===== src/rtl/data_mem_arbiter_pkg.sv =====
// Shared types and default widths for the data memory arbiter.
package data_mem_pkg;

  localparam int DATA_AW = 9;
  localparam int DATA_DW = 16;

  typedef enum logic {ARB, LOCK1} arb_state_e;

  typedef enum logic [1:0] {OWN_NONE, OWN_M0, OWN_M1} rd_owner_e;

  typedef struct packed {
    logic               we;
    logic [DATA_AW-1:0] addr;
    logic [DATA_DW-1:0] wdata;
  } mem_req_t;

endpackage


===== src/rtl/data_mem_arbiter_if.sv =====
// Bundle of both requester ports plus the data_mem pins seen by the arbiter.
interface data_mem_arbiter_if
  import data_mem_pkg::*;
#(
  parameter int AW = DATA_AW,
  parameter int DW = DATA_DW
) ();

  logic          m0_req;
  logic          m0_we;
  logic [AW-1:0] m0_addr;
  logic [DW-1:0] m0_wdata;
  logic          m0_gnt;
  logic          m0_rvalid;
  logic [DW-1:0] m0_rdata;

  logic          m1_req;
  logic          m1_we;
  logic [AW-1:0] m1_addr;
  logic [DW-1:0] m1_wdata;
  logic          m1_lock;
  logic          m1_gnt;
  logic          m1_rvalid;
  logic [DW-1:0] m1_rdata;

  logic          mem_wen;
  logic [AW-1:0] mem_a;
  logic [DW-1:0] mem_d;
  logic [DW-1:0] mem_q;

  // Arbiter side.
  modport slave (
    input  m0_req, m0_we, m0_addr, m0_wdata,
    input  m1_req, m1_we, m1_addr, m1_wdata, m1_lock,
    input  mem_q,
    output m0_gnt, m0_rvalid, m0_rdata,
    output m1_gnt, m1_rvalid, m1_rdata,
    output mem_wen, mem_a, mem_d
  );

  // Requesters and memory side.
  modport master (
    output m0_req, m0_we, m0_addr, m0_wdata,
    output m1_req, m1_we, m1_addr, m1_wdata, m1_lock,
    output mem_q,
    input  m0_gnt, m0_rvalid, m0_rdata,
    input  m1_gnt, m1_rvalid, m1_rdata,
    input  mem_wen, mem_a, mem_d
  );

endinterface


===== src/rtl/data_mem_arbiter_rr_arb2.sv =====
// Two-way round-robin arbiter with an optional fixed-priority override on ties.
module rr_arb2 (
  input  logic [1:0] req,
  input  logic       last,
  input  logic       prio_en,
  input  logic       prio_port,
  output logic [1:0] gnt
);

  // NOTE: every output of a combinational block gets a default first, so no path can infer a latch.
  always_comb begin
    gnt = 2'b00;
    if (req == 2'b11) begin
      if (prio_en) gnt[prio_port] = 1'b1;
      else         gnt[~last]     = 1'b1;
    end else begin
      gnt = req;
    end
  end

endmodule


===== src/rtl/data_mem_arbiter.sv =====
// Shares one single-port synchronous data memory between the CPU (port 0) and the AES DMA (port 1).
module data_mem_arbiter
  import data_mem_pkg::*;
#(
  parameter int AW       = DATA_AW,
  parameter int DW       = DATA_DW,
  parameter int MAX_WAIT = 8
) (
  input  logic              CLK,
  input  logic              RST_N,
  data_mem_arbiter_if.slave bus
);

  localparam int            WW        = $clog2(MAX_WAIT + 1);
  localparam logic [WW-1:0] WAIT_LAST = WW'(MAX_WAIT - 1);

  arb_state_e    state, state_nxt;
  logic          last;
  logic [WW-1:0] wait_cnt;
  rd_owner_e     rd_owner;
  logic [1:0]    req, arb_gnt, gnt;
  logic          force_m0;
  logic          sel_we;
  logic [AW-1:0] sel_addr;
  logic [DW-1:0] sel_wdata;

  assign req      = {bus.m1_req, bus.m0_req};
  assign force_m0 = (wait_cnt == WAIT_LAST);

  rr_arb2 u_rr_arb2 (
    .req       (req),
    .last      (last),
    .prio_en   (state == LOCK1),
    .prio_port (!force_m0),
    .gnt       (arb_gnt)
  );

  // Grants are held low during reset so the memory never sees a stray write.
  assign gnt = arb_gnt & {2{RST_N}};

  always_comb begin
    state_nxt = state;
    case (state)
      ARB:     if (gnt[1] && bus.m1_lock) state_nxt = LOCK1;
      LOCK1:   if (!bus.m1_lock)          state_nxt = ARB;
      default: state_nxt = ARB;
    endcase
  end

  // NOTE: sequential state uses non-blocking assignments so every register samples pre-edge values.
  always_ff @(posedge CLK or negedge RST_N) begin
    if (!RST_N) begin
      state    <= ARB;
      last     <= 1'b1;
      wait_cnt <= '0;
      rd_owner <= OWN_NONE;
    end else begin
      state <= state_nxt;

      if (gnt[0])      last <= 1'b0;
      else if (gnt[1]) last <= 1'b1;

      if (state_nxt != LOCK1 || gnt[0])
        wait_cnt <= '0;
      else if (state == LOCK1 && bus.m0_req && wait_cnt != WAIT_LAST)
        wait_cnt <= wait_cnt + WW'(1);

      if (gnt[0] && !bus.m0_we)      rd_owner <= OWN_M0;
      else if (gnt[1] && !bus.m1_we) rd_owner <= OWN_M1;
      else                           rd_owner <= OWN_NONE;
    end
  end

  always_comb begin
    sel_we    = 1'b0;
    sel_addr  = '0;
    sel_wdata = '0;
    if (gnt[0]) begin
      sel_we    = bus.m0_we;
      sel_addr  = bus.m0_addr;
      sel_wdata = bus.m0_wdata;
    end else if (gnt[1]) begin
      sel_we    = bus.m1_we;
      sel_addr  = bus.m1_addr;
      sel_wdata = bus.m1_wdata;
    end
  end

  assign bus.mem_wen = sel_we;
  assign bus.mem_a   = sel_addr;
  assign bus.mem_d   = sel_wdata;

  assign bus.m0_gnt    = gnt[0];
  assign bus.m1_gnt    = gnt[1];
  assign bus.m0_rvalid = (rd_owner == OWN_M0);
  assign bus.m1_rvalid = (rd_owner == OWN_M1);
  assign bus.m0_rdata  = (rd_owner == OWN_M0) ? bus.mem_q : '0;
  assign bus.m1_rdata  = (rd_owner == OWN_M1) ? bus.mem_q : '0;

endmodule


===== src/flat_wrapper.sv =====
// flat-port wrapper written by rule: the top's interface ports become plain ports
module data_mem_arbiter_flat import data_mem_pkg::*;
#(
  parameter int AW       = DATA_AW,
  parameter int DW       = DATA_DW,
  parameter int MAX_WAIT = 8
)
  (CLK, RST_N, bus_m0_req, bus_m0_we, bus_m0_addr, bus_m0_wdata, bus_m1_req, bus_m1_we, bus_m1_addr, bus_m1_wdata, bus_m1_lock, bus_mem_q, bus_m0_gnt, bus_m0_rvalid, bus_m0_rdata, bus_m1_gnt, bus_m1_rvalid, bus_m1_rdata, bus_mem_wen, bus_mem_a, bus_mem_d);
  data_mem_arbiter_if #(.AW(AW), .DW(DW)) bus_i ();
  input  logic CLK;
  input  logic RST_N;
  input wire logic [$bits(bus_i.m0_req)-1:0] bus_m0_req;
  input wire logic [$bits(bus_i.m0_we)-1:0] bus_m0_we;
  input wire logic [$bits(bus_i.m0_addr)-1:0] bus_m0_addr;
  input wire logic [$bits(bus_i.m0_wdata)-1:0] bus_m0_wdata;
  input wire logic [$bits(bus_i.m1_req)-1:0] bus_m1_req;
  input wire logic [$bits(bus_i.m1_we)-1:0] bus_m1_we;
  input wire logic [$bits(bus_i.m1_addr)-1:0] bus_m1_addr;
  input wire logic [$bits(bus_i.m1_wdata)-1:0] bus_m1_wdata;
  input wire logic [$bits(bus_i.m1_lock)-1:0] bus_m1_lock;
  input wire logic [$bits(bus_i.mem_q)-1:0] bus_mem_q;
  output wire logic [$bits(bus_i.m0_gnt)-1:0] bus_m0_gnt;
  output wire logic [$bits(bus_i.m0_rvalid)-1:0] bus_m0_rvalid;
  output wire logic [$bits(bus_i.m0_rdata)-1:0] bus_m0_rdata;
  output wire logic [$bits(bus_i.m1_gnt)-1:0] bus_m1_gnt;
  output wire logic [$bits(bus_i.m1_rvalid)-1:0] bus_m1_rvalid;
  output wire logic [$bits(bus_i.m1_rdata)-1:0] bus_m1_rdata;
  output wire logic [$bits(bus_i.mem_wen)-1:0] bus_mem_wen;
  output wire logic [$bits(bus_i.mem_a)-1:0] bus_mem_a;
  output wire logic [$bits(bus_i.mem_d)-1:0] bus_mem_d;
  assign bus_i.m0_req = bus_m0_req;
  assign bus_i.m0_we = bus_m0_we;
  assign bus_i.m0_addr = bus_m0_addr;
  assign bus_i.m0_wdata = bus_m0_wdata;
  assign bus_i.m1_req = bus_m1_req;
  assign bus_i.m1_we = bus_m1_we;
  assign bus_i.m1_addr = bus_m1_addr;
  assign bus_i.m1_wdata = bus_m1_wdata;
  assign bus_i.m1_lock = bus_m1_lock;
  assign bus_i.mem_q = bus_mem_q;
  assign bus_m0_gnt = bus_i.m0_gnt;
  assign bus_m0_rvalid = bus_i.m0_rvalid;
  assign bus_m0_rdata = bus_i.m0_rdata;
  assign bus_m1_gnt = bus_i.m1_gnt;
  assign bus_m1_rvalid = bus_i.m1_rvalid;
  assign bus_m1_rdata = bus_i.m1_rdata;
  assign bus_mem_wen = bus_i.mem_wen;
  assign bus_mem_a = bus_i.mem_a;
  assign bus_mem_d = bus_i.mem_d;
  data_mem_arbiter #(.AW(AW), .DW(DW), .MAX_WAIT(MAX_WAIT)) u_core (.CLK(CLK), .RST_N(RST_N), .bus(bus_i));
endmodule

===== config.mk =====
export PLATFORM = sky130hd
export DESIGN_NAME = data_mem_arbiter_flat
export DESIGN_NICKNAME = d
export VERILOG_FILES = /design/src/rtl/data_mem_arbiter_pkg.sv /design/src/rtl/data_mem_arbiter_if.sv /design/src/rtl/data_mem_arbiter_rr_arb2.sv /design/src/rtl/data_mem_arbiter.sv /design/src/flat_wrapper.sv
export SDC_FILE = /design/constraint.sdc
export NUM_CORES = 1
export LEC_CHECK = 0
export CORE_ASPECT_RATIO = 1.25
export CORE_MARGIN = 2
export CORE_UTILIZATION = 25
export DETAILED_ROUTE_END_ITERATION = 10
export PLACE_DENSITY = 0.88
export SLEW_MARGIN = 20
export SYNTH_ARGS = -nofsm -noshare
export SYNTH_HDL_FRONTEND = slang
export SYNTH_HIERARCHICAL = 1
export SYNTH_SLANG_ARGS = --single-unit

===== constraint.sdc =====
create_clock -name CLK -period 4.9 [get_ports CLK]
set_input_delay 0.49 -clock CLK [delete_from_list [all_inputs] [get_ports CLK]]
set_output_delay 0.49 -clock CLK [all_outputs]
set_load 0.005 [all_outputs]

==> results of run 1 <==
## final timing paths
check                                   startpoint                 end  slack (ns)
worst max-delay path            u_core/wait_cnt[0]        bus_mem_d[8]        1.18
worst min-delay path                   u_core/last         u_core/last        0.54
worst max register to register  u_core/wait_cnt[0]  u_core/wait_cnt[1]        2.96
worst min register to register         u_core/last         u_core/last        0.54
max in group asynchronous                    RST_N         u_core/last        4.02
min in group asynchronous                    RST_N  u_core/wait_cnt[0]        0.56
## kinds of logic (layout without fill, tap and decap cells)
family | after synthesis | count (layout)
buffers and inverters | 11 | 143
AND/OR/NAND/NOR | 50 | 50
multiplexers | 2 | 2
AO/OA/AOI/OAI | 36 | 36
flip-flops | 8 | 8
adder cells (fa/ha/maj) | 1 | 1
## stage by stage
stage / hold WS [ns] / power (mW) / setup WS (ns) / area [µm²] / util
2_1_floorplan: 0.194 / 0.119 / 2.62 / 880 / -
3_3_place_gp: 0.533 / 0.232 / 1.46 / 2240 / 0.653
3_5_place_dp: 0.532 / 0.233 / 1.44 / 2240 / 0.653
4_1_cts: 0.539 / 0.317 / 1.23 / 2280 / 0.666
5_1_grt: 0.564 / 0.334 / 0.950 / 2280 / 0.666
6_report: 0.538 / 0.313 / 1.18 / 2280 / 0.666
## power by group through the flow
| stage | logic (mW) | registers, mW | clock network (mW) |
|---|---|---|---|
| global route | 0.172 | 0.0735 | 0.0879 |
| detailed placement | 0.159 | 0.0741 | 0 |
| floorplan | 0.0459 | 0.0733 | 0 |
| finish | 0.159 | 0.0731 | 0.0815 |
| global placement | 0.158 | 0.0739 | 0 |
| CTS | 0.160 | 0.0731 | 0.0833 |
## layout make-up
type                       count  area (µm²)
inverter                       5        18.8
multi-input combinational     89         626
timing repair buffer         134        1340
tap                           39        48.8
clock buffer                   4        45.0
sequential                     8         201
fill                         296        1140
## Yosys cell counts
cell	count
o21ai_0	3
and2b_1	1
nand2_2	1
nor2b_1	2
buf_2	3
nand4_1	1
and3b_1	1
inv_1	4
dfrtp_1	7
or3_1	1
nor2_2	1
a21oi_2	1
nor2_1	2
or4_4	1
clkbuf_1	1
ha_1	1
inv_2	1
nand3b_1	1
buf_4	2
a21oi_1	4
mux2i_1	2
o21a_1	2
and2_1	32
nor3_1	1
nand2_1	3
a22o_1	26
nand3_1	2
dfstp_2	1
## critical path: stages (launching register included)
cell and delay (ns):
dfrtp_1 0.40, ha_1 0.24, and3b_1 0.20, inv_1 0.08, inv_1 0.04, mux2i_1 0.18, o21a_1 0.17, nand2_1 0.10
nor2_2 0.80, a22o_1 0.26, clkdlybuf4s50_1 0.53
## flip-flops by register name (all words and copies together), names as in the netlist
signal           cells
u_core/wait_cnt      4
u_core/rd_owner      2
u_core/last          1
u_core/state         1
## metal layers
metal | share of wire | up-vias | track usage
met5 | 0 | - | 0
met4 | 0.016 | 0 | 0.0698
met3 | 0.13 | 5 | 0.0556
met2 | 0.52 | 105 | 0.349
met1 | 0.33 | 575 | 0.180
li1 | - | 656 | -
==> results.cfg, run 1 <==
[status]
status = finished, final reports clean

[yosys]
synth_mux_area_frac = 0.0228
synthTopCellsByArea = a22o_1 (26%), and2_1 (23%), dfrtp_1 (20%)
post_synth_and_or_nand_nor_area_fraction = 0.349
synth_top_area_frac = 0.259
synth.largest_area_cell = a22o_1
synth_fa_ha_area_frac = 0.0142
synth_top_family_by_area = simple AND/OR/NAND/NOR gates
yosysWarnings = 6
synth_cell_types = 28
synth_area_per_cell_um2 = 8.14
ys_seq_area_frac = 0.229
netlist_area_um2 = 880
synth_nets = 182
synth_xor_area_frac = 0
synth_compound_area_frac = 0.326
synth-seq-cells = 8
syn_inst = 108

[hold_path]
min_delay_path_depth = 1
hp-class = reg -> reg

[sta]
tightest_slew_ns = 1.02
rsz0062_at_grt = no
hold_viol_final = 0
setup_viol = 0
fin_crit_ns = 3.72
fin_tns_setup_ns = 0
max_freq_mhz = 269
finClkSkew_ns = 0.000977
finalMaxSlewViolations = 0
fin_crit_sh = 0.759
relSlewSlack = 0.320

[power]
p_int_mw = 0.238
p_per_area_nw_per_um2 = 137
p_leak_nw = 0.913
seq_power_share = 0.233
comb_power_share = 0.506
switching_share = 0.238
p_sw_mw = 0.0746
ir_drop_v = 0.000123
clkPwrFrac = 0.260

[clock_tree]
holdBufCountCts = 0
clk_pin_slew_ns = 0.04
cts-resized-gates = 0
cts_root_buf = clkbuf_8
numClockSinks = 8
cts-htree-levels = 1
post_cts_buffers = 0
numCtsBuffers = 3
clk_latency_ns = 0.23
cts_buffer_depth = 2
cts_tree = built

[final_layout]
final_nets = 315
fin_cells = 279
area_growth_pct = 159
final_common_cell = clkdlybuf4s50_1
final_cell_mix = clkdlybuf4s50_1 (134), and2_1 (32), a22o_1 (26)
drive_gt1_frac = 0.0375
diodes = 0

[setup_path]
cp_data_required_time_ns = 4.41
reg2reg_depth = 9
arrival_ns = 3.23
cp-end-kind = primary output
crit_type = reg -> out
path_max_fanout = 26
start_kind = register

[global_route]
antenna_found_initial = 0
globalRoute.totalOverflow = 0
grt_pass1_wl_um = 5870
grt_pass1_vias = 1311
grt_max_degree = 28
grt_util_all_layers = 0.183

[placement]
dp.cells = 275
gp_congestion = 0.738
hpwl_um = 3160
portBuffers = 134

[floorplanning]
die_w_um = 57.1
pin_count = 135
core_um2 = 3420
die_area_um2 = 4010
rows = 24
die_h_um = 70.3
start_util = 0.257

[routing]
drtPass1Iterations = 4
vias = 1341
ant_nets = 0
routed_via_density = 4.81
drt-total-wl_um = 3600
drtIter0Drc = 59
drc = 0
wl_per_cell_um = 12.9

[job]
drv_cap = 0
No activity file was read; power rests on OpenSTA's default activity.
==> inputs of run 2 (changes only) <==
Settings changed: CORE_UTILIZATION 25 to 21, PLACE_DENSITY 0.88 to 0.78.
Clock period 4.9 ns to 3.1 ns, I/O delays scaled along.
==> results.cfg, run 2 (synthesis results as in run 1) <==
[status]
status = finished, final reports clean

[sta]
fin_tns_setup_ns = 0
finalMaxSlewViolations = 0
setup_viol = 0
finClkSkew_ns = 0.00354
fin_crit_sh = 0.943
tightest_slew_ns = 0.842
max_freq_mhz = 342
fin_crit_ns = 2.92
relSlewSlack = 0.437
rsz0062_at_grt = no
hold_viol_final = 0

[final_layout]
top_register = u_core/wait_cnt
multiInputGateArea_um2 = 626
final_nets = 317
fillers = 392
diodes = 0
top_regs = u_core/wait_cnt (4), u_core/rd_owner (2)
area_growth_pct = 164
drive_gt1_frac = 0.0455
seq_area_um2 = 201
final_common_cell = clkdlybuf4s50_1
fin_cells = 298
largest_reg_flops = 4
final_cell_mix = clkdlybuf4s50_1 (134), and2_1 (32), a22o_1 (26)

[routing]
wl_per_cell_um = 12.1
drtPass1Iterations = 2
ant_nets = 0
routed_via_density = 4.54
drc = 0
drtIter0Drc = 29
vias = 1354
drt-total-wl_um = 3610

[power]
p_leak_nw = 0.924
p_per_area_nw_per_um2 = 213
ir_drop_v = 0.000161
power_mw = 0.495

[clock_tree]
cts_buffer_depth = 2
holdBufCountCts = 0
numCtsBuffers = 3
cts_root_buf = clkbuf_8
cts-htree-levels = 1
cts_tree = built
clk_latency_ns = 0.22
numClockSinks = 8
clk_pin_slew_ns = 0.04
post_cts_buffers = 0
cts-resized-gates = 0

[setup_path]
critPathLaunch = u_core/wait_cnt[0]
rr_startpoint = u_core/wait_cnt[0]
crit_type = reg -> out
start_kind = register
reg2reg_depth = 9
crit_path_end = bus_mem_a[4]
reg2reg_to = u_core/wait_cnt[0]
r2r_slack_ns = 1.22
path_max_fanout = 26
cp-end-kind = primary output
arrival_ns = 2.61
cp_data_required_time_ns = 2.79

[floorplanning]
die_w_um = 61.9
pin_count = 135
start_util = 0.216
die_h_um = 76.4
core_um2 = 4070
rows = 26
die_area_um2 = 4730

[placement]
dp.cells = 294
gp_congestion = 0.750
portBuffers = 134
hpwl_um = 3160

[global_route]
grt_max_degree = 28
grt_pass1_wl_um = 5450
antenna_found_initial = 0
globalRoute.totalOverflow = 0
grt_pass1_vias = 1313
grt_util_all_layers = 0.147

[job]
drv_cap = 0

[hold_path]
hp-class = in -> async
run 2: where the power goes:
group          switching (mW)  internal [mW]  leakage (nW)
clock                  0.0369         0.0888        0.0228
sequential            0.00379          0.112         0.107
combinational          0.0747          0.179         0.794
total                   0.115          0.379         0.924
run 2: metrics by stage:
stage                     instance area (µm²)  setup slack, ns   util  hold WS (ns)
final                                    2320            0.178  0.571         0.467
after floorplan                           880             1.00      -        0.0144
after global routing                     2320           0.0121  0.571         0.462
after CTS                                2320           0.0752  0.570         0.468
after global placement                   2270            0.386  0.559         0.529
after detailed placement                 2270            0.322  0.559         0.533
run 2: layer usage:
layer | GRT usage | wire [µm]
met4 | 0.0383 | 27
met5 | 0 | 0
met3 | 0.0458 | 531
met2 | 0.278 | 1840
met1 | 0.143 | 1210
run 2: worst min path at each step:
stage | end | start | cells past startpoint
4_1_cts | u_core/state | RST_N | 2
3_3_place_gp | u_core/last | u_core/last | 1
2_1_floorplan | u_core/rd_owner[0] | RST_N | 0
3_5_place_dp | u_core/last | u_core/last | 1
5_1_grt | u_core/last | RST_N | 1
6_report | u_core/wait_cnt[0] | RST_N | 2
run 2: cell type report:
cell class              instances  share of cell area
well taps                      56              0.0302
repair buffers                136               0.585
inverters                       5             0.00915
multi-input cells              89               0.269
clock buffers                   4              0.0194
flip-flops and latches          8              0.0867
run 2: worst max-delay path: stages (launching register included):
cell and delay (ns):
dfrtp_1 0.40, ha_1 0.24, and3b_1 0.20, inv_1 0.07, inv_1 0.04, mux2i_1 0.17, o21a_1 0.15, nand2_1 0.10
nor2_2 0.12, buf_6 0.22, a22o_1 0.15, clkdlybuf4s50_1 0.53
==> inputs of run 3 (changes only) <==
Settings changed: CORE_MARGIN 2 to default, CORE_UTILIZATION 21 to 23, PLACE_DENSITY 0.78 to 0.81.
Clock period 3.1 ns to 2.85 ns, I/O delays scaled along.
==> results.cfg, run 3 (synthesis results as in run 1) <==
[status]
status = complete, but fails checks
failed_checks = DRC

[final_layout]
seq_area_um2 = 201
multiInputGateArea_um2 = 652
largest_reg_flops = 4
final_nets = 328
fillers = 299
top_regs = u_core/wait_cnt (4), u_core/rd_owner (2)
fin_util = 0.683
drive_gt1_frac = 0.123
final_common_cell = clkdlybuf4s50_1
diodes = 0
area_growth_pct = 178
final_cell_mix = clkdlybuf4s50_1 (108), and2_1 (32), a22o_1 (26)
top_register = u_core/wait_cnt

[setup_path]
cp.buffers_inverters = 5
path_cells = ha_2, and3b_2, inv_2, inv_1, mux2i_2, o21a_1, nand2_2, nor2_4, buf_6, buf_16, a22o_1, dlygate4sd2_1
cp_data_required_time_ns = 2.57
cp-end-kind = primary output
crit_family = buffers and inverters
worst_path_max_delay_cell = dfrtp_1
crit_type = reg -> out
arrival_ns = 2.44
path_max_fanout = 7
slowest_delay_ns = 0.39
start_kind = register

[floorplanning]
die_h_um = 71.1
core_um2 = 3570
pin_count = 135
start_util = 0.246
die_w_um = 57.3
die_area_um2 = 4080
rows = 24

[sta]
finClkSkew_ns = 0.00231
fin_crit_ns = 2.73
setup_viol = 0
hold_viol_final = 0
relSlewSlack = 0.734
fin_tns_setup_ns = 0
finalMaxSlewViolations = 0
rsz0062_at_grt = no
max_freq_mhz = 367
fin_crit_sh = 0.957
tightest_slew_ns = 0.399

[global_route]
antenna_found_initial = 0
grt_max_degree = 18
grt_pass1_wl_um = 6400
grt_util_all_layers = 0.205
globalRoute.totalOverflow = 0
grt_pass1_vias = 1404

[clock_tree]
cts_root_buf = clkbuf_8
cts-htree-levels = 1
numCtsBuffers = 3
numClockSinks = 8
cts_tree = built
cts_buffer_depth = 2
clk_latency_ns = 0.23
clk_pin_slew_ns = 0.04

[routing]
drtPass1Iterations = 7
drtIter0Drc = 64
ant_nets = 0
drt-total-wl_um = 4100
vias = 1408
drc = 12
wl_per_cell_um = 14.0
routed_via_density = 4.82

[power]
p_per_area_nw_per_um2 = 232
ir_drop_v = 0.000173
p_leak_nw = 1.09

[hold_path]
hp-class = in -> async

[placement]
portBuffers = 134
hpwl_um = 3210
gp_congestion = 0.805

[job]
drv_cap = 0
==> run 3: stage by stage <==
stage	setup slack, ns	power (mW)	instance area [µm²]	hold slack [ns]	cells
after floorplan	0.776	0.205	880	-0.0106	108
after global placement	0.170	0.408	2270	0.523	278
after detailed placement	0.0775	0.410	2270	0.526	278
after CTS	0.135	0.570	2430	0.302	290
after global routing	0.00287	0.602	2440	0.330	292
final	0.124	0.567	2440	0.319	292
==> run 3: final timing paths <==
| path | from | end | depth (start not counted) | slack [ns] |
|---|---|---|---|---|
| min reg2reg | u_core/last | u_core/last | 1 | 0.55 |
| max in group asynchronous | RST_N | u_core/wait_cnt[3] | 2 | 2.13 |
| min in group CLK | u_core/last | u_core/last | 1 | 0.55 |
| max reg2reg | u_core/wait_cnt[1] | u_core/wait_cnt[1] | 10 | 0.90 |
| max | u_core/wait_cnt[1] | bus_mem_a[8] | 12 | 0.12 |
| min | RST_N | u_core/rd_owner[0] | 1 | 0.32 |
==> run 3: repair_timing <==
action,CTS,global route
endpoints found under the setup margin,27,6
gates resized for setup,40,8
hold buffers,0,0
cloned,3,0
pin swaps,0,3
setup buffers,5,2
==> run 3: power breakdown <==
part           internal, mW  total, mW  switching, mW  leakage [nW]
sequential            0.122      0.127        0.00509         0.107
clock                0.0970      0.142         0.0454        0.0228
combinational         0.201      0.298         0.0973         0.964
total                 0.419      0.567          0.148          1.09
==> run 3: area by class of cell <==
cell class	instances	share of cell area
Timing Repair Buffer	146	0.599
Timing Repair inverter	1	0.00359
Tap cell	39	0.0200
Clock buffer	4	0.0184
Inverter	5	0.00973
Multi-Input combinational cell	89	0.267
Sequential cell	8	0.0825
==> run 3: layer usage <==
layer / track usage / up-vias / wire length (µm)
met5: 0 / - / 0
li1: - / 683 / -
met1: 0.195 / 608 / 1350
met2: 0.405 / 112 / 2190
met4: 0.0678 / 0 / 48
met3: 0.0622 / 5 / 500
